### config.mk
export PLATFORM = sky130hd
export DESIGN_NAME = uart_rx_stream_flat
export DESIGN_NICKNAME = d
export VERILOG_FILES = /design/src/rtl/uart_rx_stream_if.sv /design/src/rtl/uart_rx_stream.sv /design/src/flat_wrapper.sv
export SDC_FILE = /design/constraint.sdc
export NUM_CORES = 1
export LEC_CHECK = 0
export CAP_MARGIN = 25
export CORE_AREA = 2 2 69 87
export CTS_BUF_LIST = sky130_fd_sc_hd__clkbuf_8
export CTS_CLUSTER_SIZE = 20
export DETAILED_ROUTE_END_ITERATION = 8
export DIE_AREA = 0 0 71 89
export GPL_TIMING_DRIVEN = 0
export HOLD_SLACK_MARGIN = 0.15
export PLACE_DENSITY = 0.51
export REMOVE_ABC_BUFFERS = 1
export SYNTH_ARGS = -nofsm -noshare
export SYNTH_HDL_FRONTEND = slang
export SYNTH_SLANG_ARGS = --single-unit
### constraint.sdc
create_clock -name clk -period 2.25 [get_ports clk]
set_clock_uncertainty 0.05 [all_clocks]
set_input_delay 0.5625 -clock clk [delete_from_list [all_inputs] [get_ports clk]]
set_output_delay 0.5625 -clock clk [all_outputs]
set_load 0.03 [all_outputs]
### src/rtl/uart_rx_stream_if.sv
// Byte stream from the UART receiver: valid/ready data plus one-cycle error pulses.
// parity_err exists only when UART_RX_PARITY_EN is defined.
interface uart_rx_stream_if;
  logic [7:0] m_data;
  logic       m_valid;
  logic       m_ready;
  logic       frame_err;
  logic       overrun;
`ifdef UART_RX_PARITY_EN
  logic       parity_err;

  modport master (output m_data, output m_valid, output frame_err, output overrun,
                  output parity_err, input m_ready);
  modport slave  (input m_data, input m_valid, input frame_err, input overrun,
                  input parity_err, output m_ready);
`else
  modport master (output m_data, output m_valid, output frame_err, output overrun,
                  input m_ready);
  modport slave  (input m_data, input m_valid, input frame_err, input overrun,
                  output m_ready);
`endif
endinterface

### src/rtl/uart_rx_stream.sv
// 8N1 UART receiver (8E1/8O1 with UART_RX_PARITY_EN) into a one-entry valid/ready holding register;
// byte valid 1 clk after the stop-bit sample; a byte completed while the register is held is dropped with overrun.
module uart_rx_stream #(
  parameter int clk_freq = 50000000,
  parameter int uart_bps = 115200
`ifdef UART_RX_PARITY_EN
  , parameter bit parity_odd = 1'b0
`endif
) (
  input  logic              clk,
  input  logic              reset,
  input  logic              uart_rxd,
  uart_rx_stream_if.master  m_if
);
  localparam int BPS_CNT = clk_freq / uart_bps;
  localparam int HALF    = BPS_CNT / 2;
  localparam int CW      = $clog2(BPS_CNT);
  localparam logic [CW-1:0] SAMPLE_LAST = CW'(BPS_CNT - 1);
  localparam logic [CW-1:0] HALF_LAST   = CW'(HALF - 1);

`ifdef UART_RX_PARITY_EN
  typedef enum logic [2:0] {IDLE, START, DATA, PARITY, STOP, BREAK} state_t;
`else
  typedef enum logic [2:0] {IDLE, START, DATA, STOP, BREAK} state_t;
`endif

  state_t          state_q, state_d;
  logic [CW-1:0]   cnt_q, cnt_d;
  logic [2:0]      bit_idx_q, bit_idx_d;
  logic [7:0]      shift_q, shift_d;
  logic            rx_meta_q, rx_s_q, rx_d_q;
  logic [7:0]      m_data_q, m_data_d;
  logic            m_valid_q, m_valid_d;
  logic            frame_err_q, frame_err_d;
  logic            overrun_q, overrun_d;
  logic            deliver, load, sample;
`ifdef UART_RX_PARITY_EN
  logic            par_bad_q, par_bad_d;
  logic            parity_err_q, parity_err_d;
`endif

  assign sample = (cnt_q == SAMPLE_LAST);

  always_ff @(posedge clk or posedge reset) begin
    if (reset) begin
      state_q      <= IDLE;
      cnt_q        <= '0;
      bit_idx_q    <= '0;
      shift_q      <= '0;
      rx_meta_q    <= 1'b1;
      rx_s_q       <= 1'b1;
      rx_d_q       <= 1'b1;
      m_data_q     <= '0;
      m_valid_q    <= 1'b0;
      frame_err_q  <= 1'b0;
      overrun_q    <= 1'b0;
`ifdef UART_RX_PARITY_EN
      par_bad_q    <= 1'b0;
      parity_err_q <= 1'b0;
`endif
    end else begin
      state_q      <= state_d;
      cnt_q        <= cnt_d;
      bit_idx_q    <= bit_idx_d;
      shift_q      <= shift_d;
      rx_meta_q    <= uart_rxd;
      rx_s_q       <= rx_meta_q;
      rx_d_q       <= rx_s_q;
      m_data_q     <= m_data_d;
      m_valid_q    <= m_valid_d;
      frame_err_q  <= frame_err_d;
      overrun_q    <= overrun_d;
`ifdef UART_RX_PARITY_EN
      par_bad_q    <= par_bad_d;
      parity_err_q <= parity_err_d;
`endif
    end
  end

  always_comb begin
    state_d      = state_q;
    cnt_d        = cnt_q + 1'b1;
    bit_idx_d    = bit_idx_q;
    shift_d      = shift_q;
    deliver      = 1'b0;
    frame_err_d  = 1'b0;
`ifdef UART_RX_PARITY_EN
    par_bad_d    = par_bad_q;
    parity_err_d = 1'b0;
`endif
    unique case (state_q)
      IDLE: begin
        cnt_d = '0;
        if (rx_d_q && !rx_s_q) state_d = START;
      end
      START: begin
        // Ending at the start-bit midpoint puts every later sample mid-bit.
        if (cnt_q == HALF_LAST) begin
          cnt_d     = '0;
          bit_idx_d = '0;
          state_d   = rx_s_q ? IDLE : DATA;
        end
      end
      DATA: begin
        if (sample) begin
          cnt_d     = '0;
          shift_d   = {rx_s_q, shift_q[7:1]};
          bit_idx_d = bit_idx_q + 3'd1;
`ifdef UART_RX_PARITY_EN
          if (bit_idx_q == 3'd7) state_d = PARITY;
`else
          if (bit_idx_q == 3'd7) state_d = STOP;
`endif
        end
      end
`ifdef UART_RX_PARITY_EN
      PARITY: begin
        if (sample) begin
          cnt_d     = '0;
          par_bad_d = ((^shift_q) ^ rx_s_q) != parity_odd;
          state_d   = STOP;
        end
      end
`endif
      STOP: begin
        if (sample) begin
          cnt_d = '0;
          if (rx_s_q) begin
            state_d = IDLE;
`ifdef UART_RX_PARITY_EN
            if (par_bad_q) parity_err_d = 1'b1;
            else           deliver      = 1'b1;
`else
            deliver = 1'b1;
`endif
          end else begin
            frame_err_d = 1'b1;
            state_d     = BREAK;
          end
        end
      end
      BREAK: begin
        cnt_d = '0;
        if (rx_s_q) state_d = IDLE;
      end
      default: begin
        cnt_d   = '0;
        state_d = IDLE;
      end
    endcase

    // A slot frees up in the same cycle the held byte is taken.
    load      = deliver && (!m_valid_q || m_if.m_ready);
    overrun_d = deliver && !load;
    m_data_d  = load ? shift_q : m_data_q;
    if (load)                          m_valid_d = 1'b1;
    else if (m_valid_q && m_if.m_ready) m_valid_d = 1'b0;
    else                               m_valid_d = m_valid_q;
  end

  assign m_if.m_data    = m_data_q;
  assign m_if.m_valid   = m_valid_q;
  assign m_if.frame_err = frame_err_q;
  assign m_if.overrun   = overrun_q;
`ifdef UART_RX_PARITY_EN
  assign m_if.parity_err = parity_err_q;
`endif
endmodule

### src/flat_wrapper.sv
// flat-port wrapper written by rule: the top's interface ports become plain ports
module uart_rx_stream_flat 
#(
  parameter int clk_freq = 50000000,
  parameter int uart_bps = 115200

)
  (clk, reset, uart_rxd, m_if_m_data, m_if_m_valid, m_if_frame_err, m_if_overrun, m_if_m_ready);
  uart_rx_stream_if m_if_i ();
  input  logic clk;
  input  logic reset;
  input  logic uart_rxd;
  output wire logic [$bits(m_if_i.m_data)-1:0] m_if_m_data;
  output wire logic [$bits(m_if_i.m_valid)-1:0] m_if_m_valid;
  output wire logic [$bits(m_if_i.frame_err)-1:0] m_if_frame_err;
  output wire logic [$bits(m_if_i.overrun)-1:0] m_if_overrun;
  input wire logic [$bits(m_if_i.m_ready)-1:0] m_if_m_ready;
  assign m_if_m_data = m_if_i.m_data;
  assign m_if_m_valid = m_if_i.m_valid;
  assign m_if_frame_err = m_if_i.frame_err;
  assign m_if_overrun = m_if_i.overrun;
  assign m_if_i.m_ready = m_if_m_ready;
  uart_rx_stream #(.clk_freq(clk_freq), .uart_bps(uart_bps)) u_core (.clk(clk), .reset(reset), .uart_rxd(uart_rxd), .m_if(m_if_i));
endmodule
; Word-level counts from Yosys, hierarchy flattened
; Index checks and enable logic that the tools add are counted.
[totals]
input_bits = 4
output_inout_bits = 11
word_cells = 64
reg_bits = 37
[classes]
reduce_logical = 15
n_eq_ne = 13
mux = 23
n_addsub = 2
[ops]
columns = cell, n
row1 = $mux 3, 9
row2 = $mux 9, 2
row3 = $pmux 9 s2, 1
row4 = $pmux 3 s5, 1
row5 = $ne 2x1->1 const B, 6
row6 = $add 9x1->9 const B, 1
row7 = $eq 9x8->1 const B, 1
row8 = $eq 9x9->1 const B, 1
row9 = $mux 1, 8
row10 = $eq 3x2->1 const B, 2
row11 = $eq 3x3->1 const B, 2
row12 = $pmux 3 s2, 1
row13 = $reduce_and 6->1, 1
row14 = $logic_and 1x1->1, 4
row15 = $reduce_bool 2->1, 2
row16 = $add 3x1->3 const B, 1
row17 = $eq 3x1->1 const B, 1
row18 = $logic_not 1->1, 3
row19 = $logic_not 3->1, 1
row20 = $reduce_and 3->1, 1
row21 = $mux 2, 1
row22 = $reduce_and 2->1, 1
row23 = $reduce_or 2->1, 1
row24 = $logic_or 1x1->1, 1

; Depth between registers and ports, before layout
; Gate-level depths: netlist (run 1).
[logic_depth]
ltp_word = 6
mapped_depth = 6

; Worst setup path before layout (run 1)
; No wires, ideal clock.
[synth_path]
path_type = reg-to-reg
startpoint = register u_core.cnt_q[2]
endpoint = register u_core.bit_idx_q[0]
arrival_time_ns = 1.922
path_stages_with_launch = 5
period_less_slack_ns = 2.097
path_slack_ns = 0.153
setup_ns = 0.125
required_time_ns = 2.075
path_buffers = 0
path_cell_list = dfrtp_1 or4b_1 or3_4 o41a_1 mux2_4
[synth_between]
elab_chain_len = 3
word_cells_on_any_way = 5
classes_between = eq/ne: 4 / reduce/logical: 1
[synth_rtl]
columns = item, line
row1 = "start, declared", uart_rx_stream.sv:28  ; logic [CW-1:0] cnt_q, cnt_d;
row2 = "start signal, assigned", uart_rx_stream.sv:63  ; cnt_q <= cnt_d;
row3 = $eq 9x9->1 / $eq 9x8->1 (equally long branches), "uart_rx_stream.sv:42, uart_rx_stream.sv:98"
row4 = $ne 2x1->1 (no source line), -
row5 = $reduce_and 3->1 (no source line) (*), -
row6 = "end signal, assigned", uart_rx_stream.sv:64  ; bit_idx_q <= bit_idx_d;
row7 = "end, declared", uart_rx_stream.sv:29  ; logic [2:0] bit_idx_q, bit_idx_d;
; Mark *: on every way between the ends. The rest lies on a longest branch, timed or not.
; A chain may end at the register's enable or synchronous reset.

; Worst setup path in the final report (run 1)
; Same ends and word-level chain as after synthesis.

==> results.md, run 1 <==
Power:
- Combinational logic is responsible for 4.3% of the overall power.
- Internal power comes to 1.06 mW.
- The completed layout was analyzed and its total power is between 1 and 1.5 mW.
- The power density normalized to cell area is approximately 660 nW/um2.
- IR analysis of the VDD net gives a maximum drop of 0.226 mV.
- The cell leakage power is 0.901 nW.
- The switching share of power is between 20% and 30%.
- The clock group share of total power is 43.9%.
- The switching power is about 0.27 mW.
- Sequential cells burn between 50 and 60% of the power.

Floorplanning:
- 15 I/O pins were placed.
- The die is between 80 and 90 um tall.
- The count of standard-cell rows is 30.
- The die outline area is 6320 um2.
- The total area inside the core boundary comes to 5440 um2.
- The starting density of the core is 29.2%.
- The die outline width is 71 um.

Timing:
- The ratio of final minimum period to clock period is 97.3%.
- After layout, the minimum clock period comes to 2.19 ns.
- The total count of max-transition violations in the final report is 0.
- The transition time at the pin with the least slew margin is 0.680 ns.
- The final-report hold violation count is 0.
- Setup repair after global routing left no endpoint under its margin.
- Setup violations remaining at the end of the flow were counted as 0.
- The hold slack is 0.307 ns.
- The worst pin sits at a relative slew slack of 54.6%.
- Timing would allow up to approximately 460 MHz.

Global route:
- The met2 demand-to-capacity share in global routing is between 10% and 20%.
- The global-route met3 utilization is ~3.4%.
- In the global route stage, met1 resource usage came out at roughly 11%.
- The total overflow left after global routing is 0.
- The pin count of the biggest net entering global routing is 24.
- In this run the most used layer during global routing was met2.
- The global-route wire length before repair is between 4000 and 5000 um.
- The number of antenna violations at the first check in global routing is 0.
- The number of global-route vias before repair came to 1030.
- The global routing usage summed across all routing layers is roughly a tenth.

Layout:
- Cells fill between 30% and 40% of the core in the end.
- After filler insertion, the fill cell instance count of the layout stands at 525.
- The multi-input combinational cells in the finished layout cover a total of ~640 um2.
- The number of antenna repair diodes is 0.
- The library cell used most frequently in the layout, excluding fill and tap cells, is dfrtp_1.
- The final-stage net count is 160.
- The post-route cell area is approximately 2000 um2.
- The area overhead of the layout relative to synthesis is 26.4%.
- In the layout the commonest cells are 33 x dfrtp_1, 16 x mux2_2, 14 x nor2_1, 14 x clkdlybuf4s50_1.
- The area occupied by registers is 931 um2.
- The share of layout cells above drive strength 1 is 27.0%.

Routing:
- Before antenna repair, the detailed router went through 4 iterations.
- After detailed routing, the number of vias per cell comes to 4.62.
- The remaining number of nets flagged by the antenna check after routing is 0.
- The post-detailed-route wirelength per cell is 12.9 um.
- The initial detailed-routing violation count is 27.
- The routed via count is 998.
- The wire length reported by the detailed router is 2780 um.
- The number of DRC violations after detailed routing is 0.

Synth:
- Yosys attributes the largest share of cell area to dfrtp_1 54%, mux2_2 11%, dfstp_2 5.0%.
- The mean instance size in the synthesized netlist is approximately 13 um2.
- The flip-flop and latch count after synthesis is 37.
- Counting distinct cell types in the post-synthesis netlist gives 31.
- The Yosys step of the flow raised 0 warnings.
- In the synthesized netlist, the number of instances is 123.
- The synthesized design devotes to its leading area cell type 53.6% of total area.
- The cell taking the most area after synthesis is dfrtp_1.
- Summing every instance area after synthesis gives 1590 um2.
- Of the synthesized area, sequential elements account for between 50 and 60%.

Setup path:
- The worst endpoint data arrival time is around 2.3 ns.
- The critical path endpoint category is a flop.
- The required time of the critical path is about 2.4 ns.
- The critical path is of the reg2reg type.
- Along the worst path, the maximum fanout reaches 6.
- Counting both buffers and inverters, the worst setup path holds a total of 0.
- The endpoint of the most critical register-to-register path is u_core.bit_idx_q[0].
- The cell family contributing the most delay on the critical path is simple AND/OR/NAND/NOR gates.
- The cell with the largest stage delay on the worst path is or4b_1.
- The critical register-to-register path startpoint is u_core.cnt_q[2].
- The largest stage delay on the critical path is 0.53 ns.
- The element type at the critical path start is a flop.
- The internal reg-to-reg setup slack is 0.06 ns.
- The number of cells on the worst reg-to-reg path is 4.
- The critical path goes through or4b_1, or3_4, o41a_1, mux2_4.

Placed design:
- The placed cell area is 1830 um2.
- The congestion estimate from routability-driven global placement came to slightly above 0.7.
- During placement, the flow inserted port buffers numbering 14.
- The placed wire-length estimate after detailed placement is 1990 um.

Worst hold path:
- The capture endpoint of the worst hold path is u_core.rx_s_q.
- The path class of the tightest hold or removal check is reg2reg.
- The number of cells traversed by the worst hold path is 0.
- The worst hold path begins at u_core.rx_meta_q.

Clocking:
- For this design, the sink count on the clock tree is 37.
- The number of hold buffers added after CTS was 0.
- The root buffer cell chosen for the clock tree is clkbuf_8.
- The clock passes through at most 2 buffers.
- The total clock buffers created by CTS is 5.
- TritonCTS built the clock tree.
- The depth of the CTS H-tree is 2.
- For the worst-skew pair, the clock arrives at the later sink with an insertion delay of 0.28 ns.
- The clock slew seen by the registers of the worst setup and hold paths is roughly 0.07 ns.

Flow run:
- The number of max-cap violations is 0.

Run status:
- The run finished with clean final reports.
[cell type report]
| class | count | share of cell area (%) |
|---|---|---|
| timing repair buffer | 22 | 11.0 |
| clock inverter | 2 | 1.68 |
| clock buffer | 6 | 4.11 |
| sequential | 37 | 46.4 |
| inverter | 6 | 1.12 |
| multi-input combinational | 79 | 31.7 |
| tap | 64 | 3.99 |
[metrics by stage]
| stage | setup WS, ns | setup TNS, ns | std cells |
|---|---|---|---|
| after floorplan | 0.153 | 0 | 122 |
| after global placement | -0.0930 | -0.723 | 200 |
| after detailed placement | -0.140 | -1.04 | 201 |
| after CTS | 0.0150 | 0 | 209 |
| after global routing | 0.00936 | 0 | 216 |
| final | 0.0618 | 0 | 216 |
[sequential cells by signal, indices dropped and copies added (netlist names)]
name,flops
u_core.m_if.m_valid,1
u_core.rx_s_q,1
u_core.rx_d_q,1
u_core.m_if.overrun,1
u_core.rx_meta_q,1
u_core.m_if.frame_err,1
u_core.m_if.m_data,8
u_core.cnt_q,9
u_core.shift_q,8
u_core.state_q,3
u_core.bit_idx_q,3
[kinds of logic (layout without fill, tap and decap cells)]
| family | Yosys count | in the layout | share of synthesized area, % |
|---|---|---|---|
| compound gates | 8 | 8 | 4.81 |
| flops | 37 | 37 | 58.6 |
| xor+xnor | 7 | 7 | 3.86 |
| buf+inv | 7 | 36 | 1.73 |
| fa+ha+maj | 5 | 5 | 3.94 |
| mux | 18 | 18 | 13.0 |
| simple gates | 41 | 41 | 14.1 |
[how the worst max path moves through the flow]
stage	startpoint	endpoint	depth (start not counted)
after floorplan	u_core.cnt_q[2]	u_core.bit_idx_q[0]	4
after global placement	m_if_m_ready	u_core.m_if.m_data[7]	4
after detailed placement	m_if_m_ready	u_core.m_if.m_data[2]	4
after CTS	u_core.cnt_q[2]	u_core.state_q[0]	4
after global routing	u_core.cnt_q[2]	u_core.bit_idx_q[0]	4
final	u_core.cnt_q[2]	u_core.bit_idx_q[0]	4
[cells in the mapped netlist, drive strengths merged]
cell and instances:
nor3 4, dfrtp 34, o21ai 1, nor2b 2, o41a 1, nor4 1, or4b 1, nand2b 2
and4bb 1, xor2 1, and4b 1, nand2 6, a2bb2oi 1, a22oi 2, nand3 4, or3 1
or4 1, a22o 2, dfstp 3, nor3b 1, inv 6, nor2 14, xnor2 6, a21oi 1
mux2 18, buf 1, nand4 2, ha 5
[per-layer routing]
layer | wire length [um] | vias up
met1 | 1240 | 496
met2 | 1420 | 19
met4 | 17 | 0
met3 | 90 | 2
met5 | 0 | -
li1 | - | 481
[power groups by stage]
stage	combinational, mW	clock [mW]	sequential, mW
finish	0.0572	0.582	0.685
global route	0.0657	0.634	0.686
global placement	0.0453	0	0.696
CTS	0.0535	0.601	0.684
floorplan	0.0316	0	0.694
detailed placement	0.0530	0	0.697
[worst register-to-register path: stages, from the launching register on]
cell     delay, ns
dfrtp_2       0.44
or4b_1        0.53
or3_4         0.42
o41a_1        0.36
mux2_4        0.27
[timing repair]
| action | CTS | global route |
|---|---|---|
| pin swaps | 0 | 3 |
| endpoints found under the setup margin | 8 | 10 |
| resized for setup | 1 | 1 |
| setup buffers | 0 | 7 |
Power figures use the tool's default switching activity.
==> run 2, diff against run 1 <==
==> constraint.sdc (replaced) <==
create_clock -name clk -period 2.25 [get_ports clk]
set_clock_uncertainty 0.05 [all_clocks]
set_input_delay 0.45 -clock clk [delete_from_list [all_inputs] [get_ports clk]]
set_output_delay 0.45 -clock clk [all_outputs]
set_load 0.03 [all_outputs]
==> results of run 2 <==
Same layout as run 1 (identical final DEF). Status: finished clean.
Main changes from that run: setup slack after placement -0.140 ns -> -0.0988 ns
